<file path="config.mk">
export PLATFORM = sky130hd
export DESIGN_NAME = ov5640_power_seq
export DESIGN_NICKNAME = d
export VERILOG_FILES = /design/src/rtl/cam_pkg.sv /design/src/rtl/delay_counter.sv /design/src/rtl/ov5640_power_seq.sv
export SDC_FILE = /design/constraint.sdc
export NUM_CORES = 1
export LEC_CHECK = 0
export BUFFER_PORTS_ARGS = -buffer_cell sky130_fd_sc_hd__clkbuf_2
export CORE_ASPECT_RATIO = 1.25
export CORE_MARGIN = 4
export CORE_UTILIZATION = 59
export DETAILED_ROUTE_END_ITERATION = 8
export GPL_ROUTABILITY_DRIVEN = 0
export PLACE_DENSITY = 0.78
export SLEW_MARGIN = 5
export SYNTH_ARGS = -nofsm -noshare
export SYNTH_HDL_FRONTEND = slang
export SYNTH_SLANG_ARGS = --single-unit
</file>
<file path="constraint.sdc">
create_clock -name clk -period 3.3 [get_ports clk]
set_input_delay 0.165 -clock clk [delete_from_list [all_inputs] [get_ports clk]]
set_output_delay 0.165 -clock clk [all_outputs]
set_load 0.05 [all_outputs]
</file>
<file path="src/rtl/cam_pkg.sv">
// ---------------------------------------------------------------------------
// cam_pkg
// Shared definitions for the OV5640 power/reset sequencer:
//   - default cycle constants derived from the 24 MHz camera clock
//   - sequencer state encoding (3 bits, exposed on state_dbg)
//   - packed bundle of the registered sensor-control outputs and the
//     per-state output decode used to load those registers
// ---------------------------------------------------------------------------
package cam_pkg;

  localparam int unsigned CAM_CLK_HZ = 32'd24_000_000;

  // 5 ms, 1 ms, 20 ms and 200 ms at CAM_CLK_HZ
  localparam int unsigned PWR_CYC_DEF    = CAM_CLK_HZ / 32'd200;
  localparam int unsigned RST_CYC_DEF    = CAM_CLK_HZ / 32'd1000;
  localparam int unsigned SCCB_CYC_DEF   = CAM_CLK_HZ / 32'd50;
  localparam int unsigned CFG_TO_CYC_DEF = CAM_CLK_HZ / 32'd5;

  localparam int unsigned MAX_RETRY_DEF  = 32'd3;
  localparam int unsigned CNT_W_DEF      = 32'd23;

  typedef enum logic [2:0] {
    ST_IDLE  = 3'd0,
    ST_PWR   = 3'd1,
    ST_PWDN  = 3'd2,
    ST_RST   = 3'd3,
    ST_REQ   = 3'd4,
    ST_CFG   = 3'd5,
    ST_RUN   = 3'd6,
    ST_FAULT = 3'd7
  } cam_state_t;

  typedef struct packed {
    logic xclk_en;
    logic pwdn;
    logic rst_n;
    logic cfg_start;
    logic ready;
    logic fault;
  } cam_out_t;

  // Values held by the output registers in reset and in IDLE
  localparam cam_out_t CAM_OUT_RESET = '{
    xclk_en:   1'b0,
    pwdn:      1'b1,
    rst_n:     1'b0,
    cfg_start: 1'b0,
    ready:     1'b0,
    fault:     1'b0
  };

  // Output values that belong to a state. The sequencer loads its output
  // registers with the decode of the *next* state, so every output changes
  // on the same edge as the state it belongs to, straight from a flop.
  function automatic cam_out_t out_for_state(input cam_state_t s);
    cam_out_t o;
    o = CAM_OUT_RESET;
    case (s)
      ST_IDLE: begin
        o = CAM_OUT_RESET;
      end
      ST_PWR: begin
        o.xclk_en = 1'b1;
      end
      ST_PWDN: begin
        o.xclk_en = 1'b1;
        o.pwdn    = 1'b0;
      end
      ST_RST: begin
        o.xclk_en = 1'b1;
        o.pwdn    = 1'b0;
        o.rst_n   = 1'b1;
      end
      ST_REQ: begin
        o.xclk_en   = 1'b1;
        o.pwdn      = 1'b0;
        o.rst_n     = 1'b1;
        o.cfg_start = 1'b1;
      end
      ST_CFG: begin
        o.xclk_en = 1'b1;
        o.pwdn    = 1'b0;
        o.rst_n   = 1'b1;
      end
      ST_RUN: begin
        o.xclk_en = 1'b1;
        o.pwdn    = 1'b0;
        o.rst_n   = 1'b1;
        o.ready   = 1'b1;
      end
      ST_FAULT: begin
        o.fault = 1'b1;
      end
      default: begin
        o = CAM_OUT_RESET;
      end
    endcase
    return o;
  endfunction

endpackage

</file>
<file path="src/rtl/delay_counter.sv">
// ---------------------------------------------------------------------------
// delay_counter
// Shared interval counter for all timed sequencer states.
// Ports:
//   clk    in   clock
//   rst    in   synchronous active-high reset (count -> 0)
//   clr    in   clear count to 0 (priority over en)
//   en     in   increment count by one
//   target in   CNT_W interval length in cycles for the current state
//   hit    out  count == target-1, i.e. the last cycle of the interval
// The owner clears the count on every state change, so the count never
// reaches target and never wraps for legal CNT_W.
// ---------------------------------------------------------------------------
module delay_counter #(
  parameter int unsigned CNT_W = 32'd23
) (
  input  logic             clk,
  input  logic             rst,
  input  logic             clr,
  input  logic             en,
  input  logic [CNT_W-1:0] target,
  output logic             hit
);

  logic [CNT_W-1:0] count_r;

  // Count register: reset/clear to zero, otherwise advance when enabled
  always_ff @(posedge clk) begin
    if (rst) begin
      count_r <= '0;
    end else if (clr) begin
      count_r <= '0;
    end else if (en) begin
      count_r <= count_r + {{(CNT_W-1){1'b0}}, 1'b1};
    end else begin
      count_r <= count_r;
    end
  end

  // Terminal-count decode
  always_comb begin
    hit = (count_r == (target - {{(CNT_W-1){1'b0}}, 1'b1}));
  end

endmodule

</file>
<file path="src/rtl/ov5640_power_seq.sv">
// ---------------------------------------------------------------------------
// ov5640_power_seq
// Power-up / reset sequencer for the OV5640 sensor in the 24 MHz camera
// clock domain. After PLL lock it enables XCLK, releases PWDN and then
// RESETB with datasheet delays, requests SCCB configuration, and supervises
// it with a timeout and a bounded number of full re-sequence retries.
// Ports:
//   clk        in   camera clock (PLL clkout0)
//   rst        in   synchronous active-high reset
//   pll_lock   in   camera PLL lock, already synchronous to clk
//   cfg_done   in   SCCB configuration finished OK (level or pulse)
//   cfg_err    in   SCCB configuration NACK/error pulse
//   xclk_en    out  XCLK output buffer enable
//   cam_pwdn   out  sensor power-down, active-high
//   cam_rst_n  out  sensor RESETB, active-low
//   cfg_start  out  one-cycle configuration start pulse
//   cam_ready  out  sensor configured, capture may run
//   fault      out  sticky: every configuration attempt failed
//   state_dbg  out  current state encoding
// All outputs are registers.
// ---------------------------------------------------------------------------
module ov5640_power_seq
  import cam_pkg::*;
#(
  parameter int unsigned PWR_CYC    = PWR_CYC_DEF,
  parameter int unsigned RST_CYC    = RST_CYC_DEF,
  parameter int unsigned SCCB_CYC   = SCCB_CYC_DEF,
  parameter int unsigned CFG_TO_CYC = CFG_TO_CYC_DEF,
  parameter int unsigned MAX_RETRY  = MAX_RETRY_DEF,
  parameter int unsigned CNT_W      = CNT_W_DEF
) (
  input  logic       clk,
  input  logic       rst,
  input  logic       pll_lock,
  input  logic       cfg_done,
  input  logic       cfg_err,
  output logic       xclk_en,
  output logic       cam_pwdn,
  output logic       cam_rst_n,
  output logic       cfg_start,
  output logic       cam_ready,
  output logic       fault,
  output logic [2:0] state_dbg
);

  localparam int unsigned RETRY_W = $clog2(MAX_RETRY + 32'd1);
  // Retry count at which one more failure is final
  localparam logic [RETRY_W-1:0] LAST_TRY = RETRY_W'(MAX_RETRY - 32'd1);

  cam_state_t       state_r;
  cam_state_t       state_next_s;
  logic [RETRY_W-1:0] retry_r;
  logic [RETRY_W-1:0] retry_next_s;
  cam_out_t         out_r;

  logic             cnt_clr_s;
  logic             cnt_en_s;
  logic [CNT_W-1:0] cnt_target_s;
  logic             cnt_hit_s;
  logic             cfg_fail_s;

  // Interval selection for the shared counter and its enable/clear
  always_comb begin
    cnt_target_s = CNT_W'(PWR_CYC);
    cnt_en_s     = 1'b0;
    case (state_r)
      ST_PWR: begin
        cnt_target_s = CNT_W'(PWR_CYC);
        cnt_en_s     = 1'b1;
      end
      ST_PWDN: begin
        cnt_target_s = CNT_W'(RST_CYC);
        cnt_en_s     = 1'b1;
      end
      ST_RST: begin
        cnt_target_s = CNT_W'(SCCB_CYC);
        cnt_en_s     = 1'b1;
      end
      ST_CFG: begin
        cnt_target_s = CNT_W'(CFG_TO_CYC);
        cnt_en_s     = 1'b1;
      end
      default: begin
        cnt_target_s = CNT_W'(PWR_CYC);
        cnt_en_s     = 1'b0;
      end
    endcase
    // Every state change (including CFG -> PWR re-sequence) restarts timing
    cnt_clr_s = (state_next_s != state_r);
  end

  delay_counter #(
    .CNT_W (CNT_W)
  ) u_delay_counter (
    .clk    (clk),
    .rst    (rst),
    .clr    (cnt_clr_s),
    .en     (cnt_en_s),
    .target (cnt_target_s),
    .hit    (cnt_hit_s)
  );

  // Next-state and retry bookkeeping
  always_comb begin
    state_next_s = state_r;
    retry_next_s = retry_r;
    // Error or timeout is a failure even if cfg_done arrives in the same cycle
    cfg_fail_s   = cfg_err || cnt_hit_s;

    case (state_r)
      ST_IDLE: begin
        if (pll_lock) begin
          state_next_s = ST_PWR;
        end else begin
          state_next_s = ST_IDLE;
        end
      end
      ST_PWR: begin
        if (cnt_hit_s) begin
          state_next_s = ST_PWDN;
        end else begin
          state_next_s = ST_PWR;
        end
      end
      ST_PWDN: begin
        if (cnt_hit_s) begin
          state_next_s = ST_RST;
        end else begin
          state_next_s = ST_PWDN;
        end
      end
      ST_RST: begin
        if (cnt_hit_s) begin
          state_next_s = ST_REQ;
        end else begin
          state_next_s = ST_RST;
        end
      end
      ST_REQ: begin
        state_next_s = ST_CFG;
      end
      ST_CFG: begin
        if (cfg_fail_s) begin
          retry_next_s = retry_r + {{(RETRY_W-1){1'b0}}, 1'b1};
          if (retry_r == LAST_TRY) begin
            state_next_s = ST_FAULT;
          end else begin
            // Full power cycle of the sensor: PWR drives pwdn=1, rst_n=0
            state_next_s = ST_PWR;
          end
        end else if (cfg_done) begin
          state_next_s = ST_RUN;
        end else begin
          state_next_s = ST_CFG;
        end
      end
      ST_RUN: begin
        state_next_s = ST_RUN;
      end
      ST_FAULT: begin
        state_next_s = ST_FAULT;
      end
      default: begin
        state_next_s = ST_IDLE;
      end
    endcase

    // Lock loss overrides everything except the sticky fault
    if (!pll_lock && (state_r != ST_FAULT)) begin
      state_next_s = ST_IDLE;
      retry_next_s = '0;
    end else begin
      state_next_s = state_next_s;
      retry_next_s = retry_next_s;
    end
  end

  // State, retry and output registers
  always_ff @(posedge clk) begin
    if (rst) begin
      state_r <= ST_IDLE;
      retry_r <= '0;
      out_r   <= CAM_OUT_RESET;
    end else begin
      state_r <= state_next_s;
      retry_r <= retry_next_s;
      out_r   <= out_for_state(state_next_s);
    end
  end

  assign xclk_en   = out_r.xclk_en;
  assign cam_pwdn  = out_r.pwdn;
  assign cam_rst_n = out_r.rst_n;
  assign cfg_start = out_r.cfg_start;
  assign cam_ready = out_r.ready;
  assign fault     = out_r.fault;
  assign state_dbg = state_r;

endmodule

</file>
## Yosys cells after proc, flatten, opt, wreduce, memory -nomap -nowiden

Cells that the tools add are included.

- Add/subtract/negate cells: 3
- Equal/unequal tests: 18
- Mux-type cells: 17
- Reductions and logical operators: 11

Operators by type and width:

| kind | number |
|---|---|
| $pmux W23 S3 | 1 |
| $eq A3 B3 Y1 const B | 8 |
| $pmux W3 S8 | 1 |
| $add A23 B1 Y23 const B | 1 |
| $eq A23 B23 Y1 | 1 |
| $sub A23 B1 Y23 const B | 1 |
| $eq A3 B2 Y1 const B | 4 |
| $mux W3 | 4 |
| $mux W1 | 9 |
| $reduce_or A4 Y1 | 2 |
| $eq A3 B1 Y1 const B | 2 |
| $reduce_or A6 Y1 | 1 |
| $reduce_or A5 Y1 | 1 |
| $mux W2 | 2 |
| $reduce_or A2 Y1 | 2 |
| $logic_not A3 Y1 | 1 |
| $ne A3 B3 Y1 | 1 |
| $ne A3 B3 Y1 const B | 1 |
| $add A2 B1 Y2 const B | 1 |
| $eq A2 B2 Y1 const B | 1 |
| $reduce_and A2 Y1 | 1 |
| $logic_and A1 B1 Y1 | 1 |
| $logic_not A1 Y1 | 1 |
| $logic_or A1 B1 Y1 | 1 |

- Flip-flop bits (word level): 34
- Bits of input ports: 5
- Output and inout port bits: 9
- Logic and storage cells: 58

## Longest topological paths before layout

- Word-level depth: 11
- Mapped depth: 11

## Modules after synthesis

From an unflattened synthesis, not the netlist that was laid out.

- Cell total of the unflattened synthesis: 319
- Area total of the unflattened synthesis: 2526.2 µm²

Modules (own cells, without submodules):

| module | instances | cells an instance | area an instance (µm²) | seq. area each (µm²) |
|---|---|---|---|---|
| delay_counter | 1 | 225 | 1794.2 | 460.4 |
| ov5640_power_seq | 1 | 94 | 732.0 | 220.2 |

## Worst setup path before layout

OpenSTA, ideal clock, no wires.

- Path type: flip-flop to flip-flop
- From: register state_r[1], in the netlist state_dbg[1]
- To: register state_r[1], in the netlist state_dbg[1]
- Library setup time: 0.115 ns
- Arrival: 2.691 ns
- Data required time: 3.185 ns
- Path slack: 0.494 ns
- Stages on the path, launching flop included: 11
- Period minus slack after synthesis: 2.806 ns
- Cell sequence: dfxtp_1 > buf_4 > or3b_4 > a22oi_4 > nor2_1 > a41o_1 > and2_1 > buf_4 > a22o_4 > or2_1 > and3_1

- Word-level cells in the longest chain between the ends: 8

Ends and longest elaborated chain:

| item | RTL line | source |
|---|---|---|
| start, declared | ov5640_power_seq.sv:50 | `cam_state_t state_r;` |
| start signal, assigned | ov5640_power_seq.sv:185 | `state_r <= state_next_s;` |
| $eq A3 B3 Y1 or $eq A3 B2 Y1 (tied branches) | ov5640_power_seq.sv:66, ov5640_power_seq.sv:110 |  |
| $pmux W23 S3 | ov5640_power_seq.sv:66 | `case (state_r)` |
| $sub A23 B1 Y23 | delay_counter.sv:42 | `hit = (count_r == (target - {{(CNT_W-1){1'b0}}, 1'b1}));` |
| $eq A23 B23 Y1 | delay_counter.sv:42 |  |
| $logic_or A1 B1 Y1 | ov5640_power_seq.sv:108 | `cfg_fail_s = cfg_err \|\| cnt_hit_s;` |
| $mux W3 | ov5640_power_seq.sv:143 | `if (cfg_fail_s) begin` |
| $pmux W3 S8 | ov5640_power_seq.sv:110 | `case (state_r)` |
| $mux W3 * | ov5640_power_seq.sv:169 | `if (!pll_lock && (state_r != ST_FAULT)) begin` |

Every way passes the cells marked *; elsewhere a longest branch is shown, timed or not.
A chain may end at the register's enable or synchronous reset.

## Final worst setup path

- From: register state_r[1], in the netlist state_dbg[1]
- To: register out_r (netlist bit cam_rst_n)

- Word-level cells in the longest chain between the ends: 11

Ends and longest elaborated chain:

| item | RTL line | source |
|---|---|---|
| $eq A3 B3 Y1 or $eq A3 B2 Y1 (tied branches) | ov5640_power_seq.sv:66, ov5640_power_seq.sv:110 |  |
| $pmux W23 S3 | ov5640_power_seq.sv:66 |  |
| $sub A23 B1 Y23 | delay_counter.sv:42 |  |
| $eq A23 B23 Y1 | delay_counter.sv:42 |  |
| $logic_or A1 B1 Y1 | ov5640_power_seq.sv:108 |  |
| $mux W3 | ov5640_power_seq.sv:143 |  |
| $pmux W3 S8 | ov5640_power_seq.sv:110 |  |
| $mux W3 * | ov5640_power_seq.sv:169 |  |
| $eq A3 B3 Y1 or $eq A3 B2 Y1 (tied branches) | cam_pkg.sv:58 | `case (s)` |
| $reduce_or A4 Y1 (no source line) * | - |  |
| $mux W1 * | cam_pkg.sv:58 |  |
| end signal, assigned | ov5640_power_seq.sv:187 | `out_r <= out_for_state(state_next_s);` |
| end, declared | ov5640_power_seq.sv:54 | `cam_out_t out_r;` |

Marks and branches as above.

==> results.py <==
metrics = {
    "synth": {
        "synth_area_leaders": "dfxtp_1 (35%), nor2_1 (8.7%), xnor2_1 (5.9%)",
        "synthFlopType": "dfxtp_1",
        "ys_warn_count": 0,
        "synth_edf_count": 0,
        "yosysUniqueCellTypes": 61,
        "syn_nets": 241,
        "yosysTopAreaCell": "dfxtp_1",
        "postSynthCellCount": 234,
        "syn_area_um2": 1938,
        "synth_top_area_share_pct": 35.12,
        "avgSynthCellArea_um2": 8.283,
        "yosysSeqAreaShare_pct": 35.12,
        "async_reset_ff_share_pct": 0,
        "ys_ff_latch": 34,
    },
    "timing": {
        "finalCriticalPeriod_ns": 2.885,
        "post-route-period-util_pct": 87.42,
        "tightestPinTransition_ns": 0.5715,
        "max_slew_margin_pct": 61.90,
        "setup_viol": 0,
        "finalSetupTns_ns": 0,
        "hold_violations": 0,
        "max_freq_mhz": 346.6,
        "rsz0062_at_grt": "false",
        "drv_slew": 0,
        "finClkSkew_ns": 0.009582,
        "setup_ws_ns": 0.4151,
    },
    "floorplan": {
        "num_rows": 23,
        "die_w_um": 59.27,
        "dieHeight_um": 72.08,
        "die_area_um2": 4272,
        "ioPinCount": 14,
        "start_util_pct": 60.67,
        "core_um2": 3194,
    },
    "outcome": {
        "status": "finished clean",
    },
    "clocking": {
        "post_cts_resized": 0,
        "post_cts_buffers": 0,
        "clk_pin_slew_worst_paths_ns": 0.07,
        "cts_max_level": 2,
        "tritoncts": "built",
        "cts_made_buffers": 5,
        "clk_latency_ns": 0.29,
        "cts_sinks": 34,
        "root_buffer": "clkbuf_8",
        "ctsLongestPathBuffers": 2,
        "holdBufCountCts": 0,
    },
    "setup_path": {
        "worstPathCellList": "xor2_1, a31oi_1, a2111oi_2, nand2_1, o311a_1, a211oi_2, nand2_2, mux2_1",
        "critPathSlowestCell": "dfxtp_1",
        "cp_max_fo": 19,
        "required_ns": 3.48,
        "slowest_delay_ns": 0.68,
        "crit_path_end_kind": "register",
        "path_class": "reg -> reg",
        "arrival_ns": 3.07,
        "startpoint_type": "register",
    },
    "drt": {
        "num_vias": 1612,
        "totalWireLength_mm": 3.971,
        "wl_per_cell_um": 13.93,
        "via_per_inst": 5.656,
        "drtPass1Iterations": 4,
        "first_iter_violations": 93,
        "drc": 0,
        "ant_nets": 0,
    },
    "placement": {
        "dp_hpwl_mm": 2.947,
        "pre_cts_ws_ns": 0.4396,
        "port_buffers": 13,
    },
    "power_and_ir_drop": {
        "ir_drop_uv": 470.1,
        "p_leak_nw": 0.7955,
        "power_density_nw_per_um2": 428.8,
    },
    "cells_and_area": {
        "multi_input_area_um2": 1167,
        "nFillCells": 275,
        "final_common_cell": "nor2_1",
        "n_antenna_cell": 0,
        "final_cell_mix": "nor2_1 (45), dfxtp_1 (34), nand2_1 (21)",
        "layout-drive-gt1-share_pct": 14.11,
        "seq_area_um2": 680.7,
        "syn2layout_area_growth_pct": 11.17,
        "num-nets-final": 254,
    },
    "global_routing": {
        "grt_pass1_wl_mm": 6.989,
        "grt_overflow": 0,
        "antenna_found_initial": 0,
        "first_global_vias": 1604,
        "grt_max_degree": 24,
        "grtUsageTotal_pct": 21.28,
    },
    "min_path": {
        "hold_path.class": "in -> reg",
    },
    "job": {
        "drv_cap": 0,
    },
}
[worst max-delay path: cells and delay by family (launching register included)]
| kind | cells | cell delay (ns) |
|---|---|---|
| compound gates | 4 | 1.20 |
| flops | 1 | 0.68 |
| mux | 1 | 0.31 |
| simple gates | 2 | 0.30 |
| xor+xnor | 1 | 0.29 |
[cells in the mapped netlist, types with 3 or more instances]
cell and n:
nor3_1 3, inv_1 9, buf_2 3, dfxtp_1 34, nor2_1 45, o21a_1 3, and2_1 3, and3_1 4
a21oi_1 6, nand3_1 10, nand4_1 3, nand3b_1 3, clkbuf_1 3, nor3b_1 3, xnor2_1 13, mux2i_1 3
xor2_1 11, nand2_1 21
[flip-flops by register name, summed over array words and instances (netlist names)]
name and count:
retry_r 2, cfg_start 1, state_dbg 3, cam_pwdn 1, cam_ready 1, u_delay_counter.count_r 23
xclk_en 1, fault 1, cam_rst_n 1
[path summary, 6_finish.rpt]
| path | start | depth (start not counted) | to | slack, ns |
|---|---|---|---|---|
| setup / recovery | state_dbg[1] | 8 | cam_rst_n | 0.42 |
| hold / removal | rst | 2 | state_dbg[2] | 0.13 |
| setup reg to reg | state_dbg[1] | 8 | cam_rst_n | 0.42 |
| hold reg to reg | retry_r[1] | 2 | retry_r[1] | 0.50 |
[through the flow]
step | std cells | utilization [%] | total power, W | instance area, um2 | hold WS (ns)
after floorplan | 234 | - | 0.0004489 | 1938 | 0.2460
after global placement | 277 | 62.98 | 0.0004601 | 2012 | 0.4251
after detailed placement | 277 | 62.98 | 0.0004605 | 2012 | 0.4296
after CTS | 285 | 67.45 | 0.0009321 | 2155 | 0.1187
after global routing | 285 | 67.45 | 0.0009500 | 2155 | 0.1341
final | 285 | 67.45 | 0.0009239 | 2155 | 0.1287
[routing by layer]
layer / GRT usage, % / share of wire, %
met2: 38.03 / 51
met4: 9.572 / 2.3
met3: 4.804 / 3.1
met1: 23.23 / 43
met5: 0 / 0
[power breakdown]
group / internal [W] / switching (W) / leakage, nW / total (W)
combinational: 0.0000109 / 0.0000253 / 0.450 / 0.0000362
clock: 0.000322 / 0.000150 / 0.0714 / 0.000472
sequential: 0.000412 / 0.00000329 / 0.274 / 0.000415
[logic make-up (layout without fill, tap and decap cells)]
kind of cell	Yosys count	count (layout)	synth area share [%]
AND/OR/NAND/NOR	118	118	31.83
flip-flops	34	34	35.12
AO/OA/AOI/OAI	33	33	14.14
XOR/XNOR	24	24	10.85
buffers and inverters	19	33	4.647
multiplexers	4	4	2.130
adder cells (fa/ha/maj)	2	2	1.291
[area by class of cell]
cell class	instances	area share [%]
Clock inverter	2	2.787
Inverter	10	1.742
Sequential cell	34	31.59
Multi-Input combinational cell	181	54.18
Tap cell	37	2.149
Clock buffer	6	3.833
Timing Repair Buffer	15	3.717
Note: power is estimated with default switching activity, not from simulation.
